## config.mk

```make
export PLATFORM = sky130hd
export DESIGN_NAME = lsu_mem_if
export DESIGN_NICKNAME = d
export VERILOG_FILES = /design/src/rtl/lsu_mem_if.sv
export SDC_FILE = /design/constraint.sdc
export NUM_CORES = 1
export LEC_CHECK = 0
export CORE_MARGIN = 5
export CORE_UTILIZATION = 45
export CTS_BUF_LIST = sky130_fd_sc_hd__clkbuf_4
export DETAILED_ROUTE_END_ITERATION = 8
export HOLD_SLACK_MARGIN = 0.12
export PLACE_DENSITY_LB_ADDON = 0.25
export SYNTH_ARGS = -nofsm -noshare
export SYNTH_HDL_FRONTEND = slang
export SYNTH_SLANG_ARGS = --single-unit
```

## constraint.sdc

```tcl
create_clock -name clk -period 5.8 [get_ports clk]
set_clock_uncertainty 0.1 [all_clocks]
set_input_delay 1.16 -clock clk [delete_from_list [all_inputs] [get_ports clk]]
set_output_delay 1.16 -clock clk [all_outputs]
set_load 0.01 [all_outputs]
```

## src/rtl/lsu_mem_if.sv

```systemverilog
// Load/store stage in front of a 4-lane byte-write RAM; store/error respond 1 cycle after accept, loads 3.
// No response backpressure; req_ready is high only when idle and requests seen while busy are dropped.
module lsu_mem_if #(
  parameter int AW = 32,
  parameter int DW = 32
) (
  input  logic          clk,
  input  logic          rst,
  input  logic          req_valid,
  output logic          req_ready,
  input  logic          req_we,
  input  logic [1:0]    req_size,
  input  logic          req_unsigned,
  input  logic [AW-1:0] req_addr,
  input  logic [DW-1:0] req_wdata,
  output logic          resp_valid,
  output logic [DW-1:0] resp_rdata,
  output logic          resp_err,
  output logic [3:0]    ram_wen,
  output logic [AW-1:0] ram_w_addr,
  output logic [DW-1:0] ram_w_data,
  output logic          ram_ren,
  output logic [AW-1:0] ram_r_addr,
  input  logic [DW-1:0] ram_r_data
);

  typedef enum logic [2:0] {IDLE, ST, LD_REQ, LD_CAP, RESP, ERR} state_t;

  state_t        r_state, w_state_nxt;
  logic          r_req_ready, r_resp_valid, r_resp_err, r_ram_ren;
  logic [DW-1:0] r_resp_rdata, r_ram_w_data;
  logic [3:0]    r_ram_wen;
  logic [AW-1:0] r_ram_w_addr, r_ram_r_addr;
  logic [1:0]    r_size, r_lane;
  logic          r_unsigned;

  logic          w_accept, w_misalign, w_resp_valid, w_resp_err, w_ren;
  logic [DW-1:0] w_resp_rdata, w_w_data, w_rep_data, w_ld_ext;
  logic [3:0]    w_wen, w_mask;
  logic [AW-1:0] w_w_addr, w_r_addr, w_word_addr;
  logic [7:0]    w_byte;
  logic [15:0]   w_half;

  assign req_ready  = r_req_ready;
  assign resp_valid = r_resp_valid;
  assign resp_err   = r_resp_err;
  assign resp_rdata = r_resp_rdata;
  assign ram_wen    = r_ram_wen;
  assign ram_w_addr = r_ram_w_addr;
  assign ram_w_data = r_ram_w_data;
  assign ram_ren    = r_ram_ren;
  assign ram_r_addr = r_ram_r_addr;

  assign w_accept    = (r_state == IDLE) && req_valid;
  assign w_word_addr = {req_addr[AW-1:2], 2'b00};
  assign w_misalign  = (req_size == 2'd3) ||
                       (req_size == 2'd1 && req_addr[0]) ||
                       (req_size == 2'd2 && req_addr[1:0] != 2'b00);

  always_comb begin
    w_mask     = 4'b1111;
    w_rep_data = req_wdata;
    case (req_size)
      2'd0: begin
        w_mask     = 4'b0001 << req_addr[1:0];
        w_rep_data = {4{req_wdata[7:0]}};
      end
      2'd1: begin
        w_mask     = req_addr[1] ? 4'b1100 : 4'b0011;
        w_rep_data = {2{req_wdata[15:0]}};
      end
      default: ;
    endcase
  end

  // Lane select uses the fields latched at acceptance; RAM data is valid in LD_CAP.
  always_comb begin
    w_byte   = ram_r_data[{r_lane, 3'b000} +: 8];
    w_half   = r_lane[1] ? ram_r_data[31:16] : ram_r_data[15:0];
    w_ld_ext = ram_r_data;
    case (r_size)
      2'd0:    w_ld_ext = {{(DW-8){~r_unsigned & w_byte[7]}}, w_byte};
      2'd1:    w_ld_ext = {{(DW-16){~r_unsigned & w_half[15]}}, w_half};
      default: ;
    endcase
  end

  always_comb begin
    w_state_nxt  = r_state;
    w_resp_valid = 1'b0;
    w_resp_err   = r_resp_err;
    w_resp_rdata = r_resp_rdata;
    w_wen        = 4'b0000;
    w_ren        = 1'b0;
    w_w_addr     = r_ram_w_addr;
    w_w_data     = r_ram_w_data;
    w_r_addr     = r_ram_r_addr;
    case (r_state)
      IDLE: begin
        if (req_valid) begin
          if (w_misalign) begin
            w_state_nxt  = ERR;
            w_resp_valid = 1'b1;
            w_resp_err   = 1'b1;
            w_resp_rdata = '0;
          end else if (req_we) begin
            w_state_nxt  = ST;
            w_wen        = w_mask;
            w_w_addr     = w_word_addr;
            w_w_data     = w_rep_data;
            w_resp_valid = 1'b1;
            w_resp_err   = 1'b0;
            w_resp_rdata = '0;
          end else begin
            w_state_nxt = LD_REQ;
            w_ren       = 1'b1;
            w_r_addr    = w_word_addr;
          end
        end
      end
      LD_REQ: w_state_nxt = LD_CAP;
      LD_CAP: begin
        w_state_nxt  = RESP;
        w_resp_valid = 1'b1;
        w_resp_err   = 1'b0;
        w_resp_rdata = w_ld_ext;
      end
      default: w_state_nxt = IDLE;
    endcase
  end

  always_ff @(posedge clk) begin
    if (rst) begin
      r_state      <= IDLE;
      r_req_ready  <= 1'b1;
      r_resp_valid <= 1'b0;
      r_resp_err   <= 1'b0;
      r_resp_rdata <= '0;
      r_ram_wen    <= 4'b0000;
      r_ram_w_addr <= '0;
      r_ram_w_data <= '0;
      r_ram_ren    <= 1'b0;
      r_ram_r_addr <= '0;
      r_size       <= 2'd0;
      r_lane       <= 2'd0;
      r_unsigned   <= 1'b0;
    end else begin
      r_state      <= w_state_nxt;
      r_req_ready  <= (w_state_nxt == IDLE);
      r_resp_valid <= w_resp_valid;
      r_resp_err   <= w_resp_err;
      r_resp_rdata <= w_resp_rdata;
      r_ram_wen    <= w_wen;
      r_ram_w_addr <= w_w_addr;
      r_ram_w_data <= w_w_data;
      r_ram_ren    <= w_ren;
      r_ram_r_addr <= w_r_addr;
      if (w_accept) begin
        r_size     <= req_size;
        r_lane     <= req_addr[1:0];
        r_unsigned <= req_unsigned;
      end
    end
  end

endmodule
```

==> results.md <==
Finish:
- The post-route core utilization is 67.6%.
- In the final design database the tool counted 839 nets.
- The layout cell share with drive strength beyond 1 is 7.08%.
- The count of inserted antenna diode cells is 0.
- Fill cells in the final layout number 922.
- Compared with the post-synthesis result, the final layout area differs by 48.6%.

Power:
- The worst-case IR drop observed on VDD is 0.000143 V.
- The switching power total is 0.494 mW.
- For this design the static power due to leakage is 3.04 nW.
- The fraction of power consumed by sequential logic is 53.0%.
- The combinational group share of total power is 15.6%.
- In this run, the clock network consumes 31.3% of the power.
- The internal power of the cells is 1.43 mW.
- Power spread over the standard cell area amounts to 239 nW/um^2.
- Net switching is 25.7% of the power.

Clocking:
- The post-CTS resize count is 0.
- After clock tree synthesis, the setup repair step added 0 buffers.
- Counting along the longest clock path gives a buffer depth of 2.
- The root cell of the clock tree is sky130_fd_sc_hd__clkbuf_4.
- The deepest level of the CTS H-tree is 4.
- TritonCTS built the clock tree.
- The clock latency on the worst-skew pair is 510 ps.
- The number of hold-repair buffers added at the cts stage is 0.
- Clock tree synthesis found a total of 140 sinks.
- Counting the buffers created by CTS gives 17.
- Clock-pin slew was measured on the worst setup and hold paths at 110 ps.

Floorplan:
- The number of top-level pins is 239.
- The initial standard-cell utilization of the core is 45.5%.
- The overall die height is 120 um.
- The site row count is 40.
- The die covers 14,300 um^2.
- The chip width is 120 um.
- The area of the core is 11,900 um^2.

Synth:
- Yosys mapped a number of flops with a built-in enable equal to 0.
- By area the synthesized netlist is led by sky130_fd_sc_hd__dfxtp_1 (52%), sky130_fd_sc_hd__mux2i_1 (10%), sky130_fd_sc_hd__a22o_1 (7.4%).
- Synthesis produced 521 cells.
- The commonest register cell after synthesis is sky130_fd_sc_hd__dfxtp_1.
- The most instantiated library cell after synthesis is sky130_fd_sc_hd__dfxtp_1.
- Of all flip-flops after synthesis, the portion carrying an async set or reset was 0%.
- Summing every instance area after synthesis gives 5410 um^2.
- Synthesis instantiated 40 different standard cells from the library.
- By count the netlist is led by sky130_fd_sc_hd__dfxtp_1 (140), sky130_fd_sc_hd__mux2i_1 (55), sky130_fd_sc_hd__a22o_1 (46), sky130_fd_sc_hd__nor2_1 (45), sky130_fd_sc_hd__nand2_1 (41).
- The synthesized design spends more area on one cell type than any other, namely sky130_fd_sc_hd__dfxtp_1.
- The per-instance average area after synthesis is 10.4 um^2.
- For this run, the register share of the synthesized area comes to 51.8%.
- The number of warnings issued by yosys is 0.
- The top cell type by area accounts for 51.8% of the synthesized area.
- Counting flops and latches in the post-synthesis netlist gives 140.

Placement:
- Detailed placement finished with a half-perimeter wire length of 12,000 um.
- Routability-driven placement finished with a final weighted congestion of 0.824.
- The count of buffers from port buffering is 234.

STA:
- The final clock period utilization by the worst path is 58.6%.
- Setup repair after global routing left no endpoint under its margin.
- The count of final max-slew check failures is 0.
- For the pin with the worst max-slew slack, the measured transition is 1170 ps.
- The worst path in the final design needs a cycle of 3400 ps, including I/O delays and setup.
- The count of endpoints failing setup in the final report is 0.
- Setup total negative slack on the finished layout was measured at 0 ps.
- The highest clock rate is 294 MHz.
- The relative max-transition margin is 22.3%.
- The hold violation total from the final report is 0.

Setup path:
- Measured in cells, the most critical reg-to-reg path has a length of 4.
- The launch instance of the worst register-to-register path is r_lane[1]$_SDFFE_PP0P_.
- STA classifies the critical path endpoint as a flip-flop.
- STA classifies the critical path startpoint as a primary input.
- The most critical setup path has its endpoint at ram_w_data[5]$_SDFFE_PP0P_.
- The critical path start-end classification is primary input to flip-flop.
- Data arrives at the worst endpoint at 3760 ps.
- The most critical setup path has its startpoint at req_size[1].
- The highest cell delay on the worst timing path is 770 ps.
- The terminus of the critical flop-to-flop path is resp_rdata[8]$_SDFFE_PP0P_.
- Walking the worst path, the cells encountered are clkdlybuf4s50_1 -> buf_4 -> a21oi_1 -> o211ai_1 -> nor2b_4 -> buf_4 -> a22o_1.
- The largest individual stage delay along the critical path comes from the cell sky130_fd_sc_hd__nor2b_4.
- The cell with the most instances on the worst path is sky130_fd_sc_hd__buf_4.
- STA puts the critical path data required time at 6160 ps.
- For flop-to-flop paths, the worst setup slack is 3120 ps.
- The largest driver fanout on the critical path is 37.

Detailed routing:
- The total wire length after detailed routing is 16,500 um.
- In the routed layout, each cell is associated on average with a via count of 5.42.
- The routed layout has 4,853 vias.
- Before antenna repair, the detailed router went through 4 iterations.
- For this run, design rule violations remaining after detail routing come to 0.
- The number of antenna-violating nets in the routed design is 0.
- After detailed routing, the average wire length per cell comes to 18.4 um.
- The number of DRC violations after detailed-routing iteration 0 is 314.

GRT:
- Entering global routing, the biggest net connects 47 pins.
- The total routing resource utilization after global routing is 22.1%.
- The sum of overflow across all layers after global routing is 0.
- The first global-routing pass estimated 25,200 um of wire.
- The number of global-route vias before repair is 4,931.
- The number of antenna violations at the first check in global routing was 1.

Min path:
- The tightest min-delay check is of the flip-flop to flip-flop type.

Job:
- The total of max-cap violations is 0.

Outcome:
- The flow ran to the end, and the final reports show no timing, DRC or antenna violations.
## sequential cells by signal, indices dropped and copies added (netlist names)
name        count
ram_w_data     32
resp_rdata     32
ram_r_addr     30
ram_w_addr     30
ram_wen         4
r_state         3
r_lane          2
r_size          2
r_unsigned      1
ram_ren         1
req_ready       1
resp_err        1
resp_valid      1
## metrics by stage
step	worst slack [ps]	hold WS, ps	power [mW]	instances	area, um^2
after CTS	2460	378	1.94	896	8050
final	2400	377	1.92	896	8050
after global routing	2210	395	2.01	896	8050
after floorplan	2840	360	1.18	524	5430
after global placement	1960	345	1.34	864	7780
after detailed placement	1880	348	1.34	864	7780
## layer usage
layer	up-vias	GRT usage (%)	part of all wire, %
met5	-	0	0.079
met4	2	8.52	1.5
met3	16	9.43	9.1
met2	191	36.5	48
met1	2314	25.3	41
li1	2330	-	-
## placed cells by master (no fill, tap or decap), drive strengths merged, types with 4 or more instances in the layout
master         synthesis  layout
a32o                  16      16
buf                   22       7
nand2b                11      11
a22o                  46      46
a221o                 16      16
a21oi                 25      25
conb                   1       4
clkbuf                25      22
nor2                  47      47
dfxtp                140     140
mux2                   9       9
o211ai                 8       8
clkdlybuf4s50          0     233
o2bb2ai               16      16
inv                   12      12
nand2                 41      41
clkinv                 0       7
mux2i                 55      55
o21ai                 11      11
## how the worst min path moves through the flow
stage                                 from                     endpoint  slack (ps)  cells after the start
3_5_place_dp    ram_w_data[9]$_SDFFE_PP0P_   ram_w_data[9]$_SDFFE_PP0P_         350                      1
6_report       ram_w_data[19]$_SDFFE_PP0P_  ram_w_data[19]$_SDFFE_PP0P_         380                      1
4_1_cts        ram_w_data[11]$_SDFFE_PP0P_  ram_w_data[11]$_SDFFE_PP0P_         380                      1
3_3_place_gp   ram_w_data[15]$_SDFFE_PP0P_  ram_w_data[15]$_SDFFE_PP0P_         350                      1
5_1_grt        ram_w_data[15]$_SDFFE_PP0P_  ram_w_data[15]$_SDFFE_PP0P_         390                      1
2_1_floorplan      r_unsigned$_SDFFE_PP0P_      r_unsigned$_SDFFE_PP0P_         360                      2
## critical path: cells and delay by family
family | cells | cell delay, ps
AO/OA/AOI/OAI | 3 | 670
buffers and inverters | 3 | 1130
AND/OR/NAND/NOR | 1 | 770
## power groups by stage
stage	Clock, mW	Combinational (mW)	Sequential [mW]
detailed placement	0	0.301	1.04
CTS	0.623	0.302	1.02
global placement	0	0.296	1.04
floorplan	0	0.137	1.04
global route	0.662	0.324	1.02
finish	0.603	0.301	1.02
## cells by family after synthesis
group | count (synthesis) | share of synthesized area [%]
simple gates | 113 | 9.52
compound gates | 143 | 21.1
other cells | 1 | 0.0693
buf+inv | 59 | 5.04
flops | 140 | 51.8
mux | 65 | 12.5
## cell type report
cell class | count | area, um^2 | area share (%)
Timing Repair Buffer | 240 | 2380 | 29.6
Multi-Input combinational cell | 325 | 2370 | 29.4
Clock buffer | 22 | 165 | 2.05
Sequential cell | 140 | 2800 | 34.8
Clock inverter | 10 | 98.8 | 1.23
Tap cell | 147 | 184 | 2.29
Inverter | 12 | 45.0 | 0.560
Note: power is estimated with default switching activity, not from simulation.
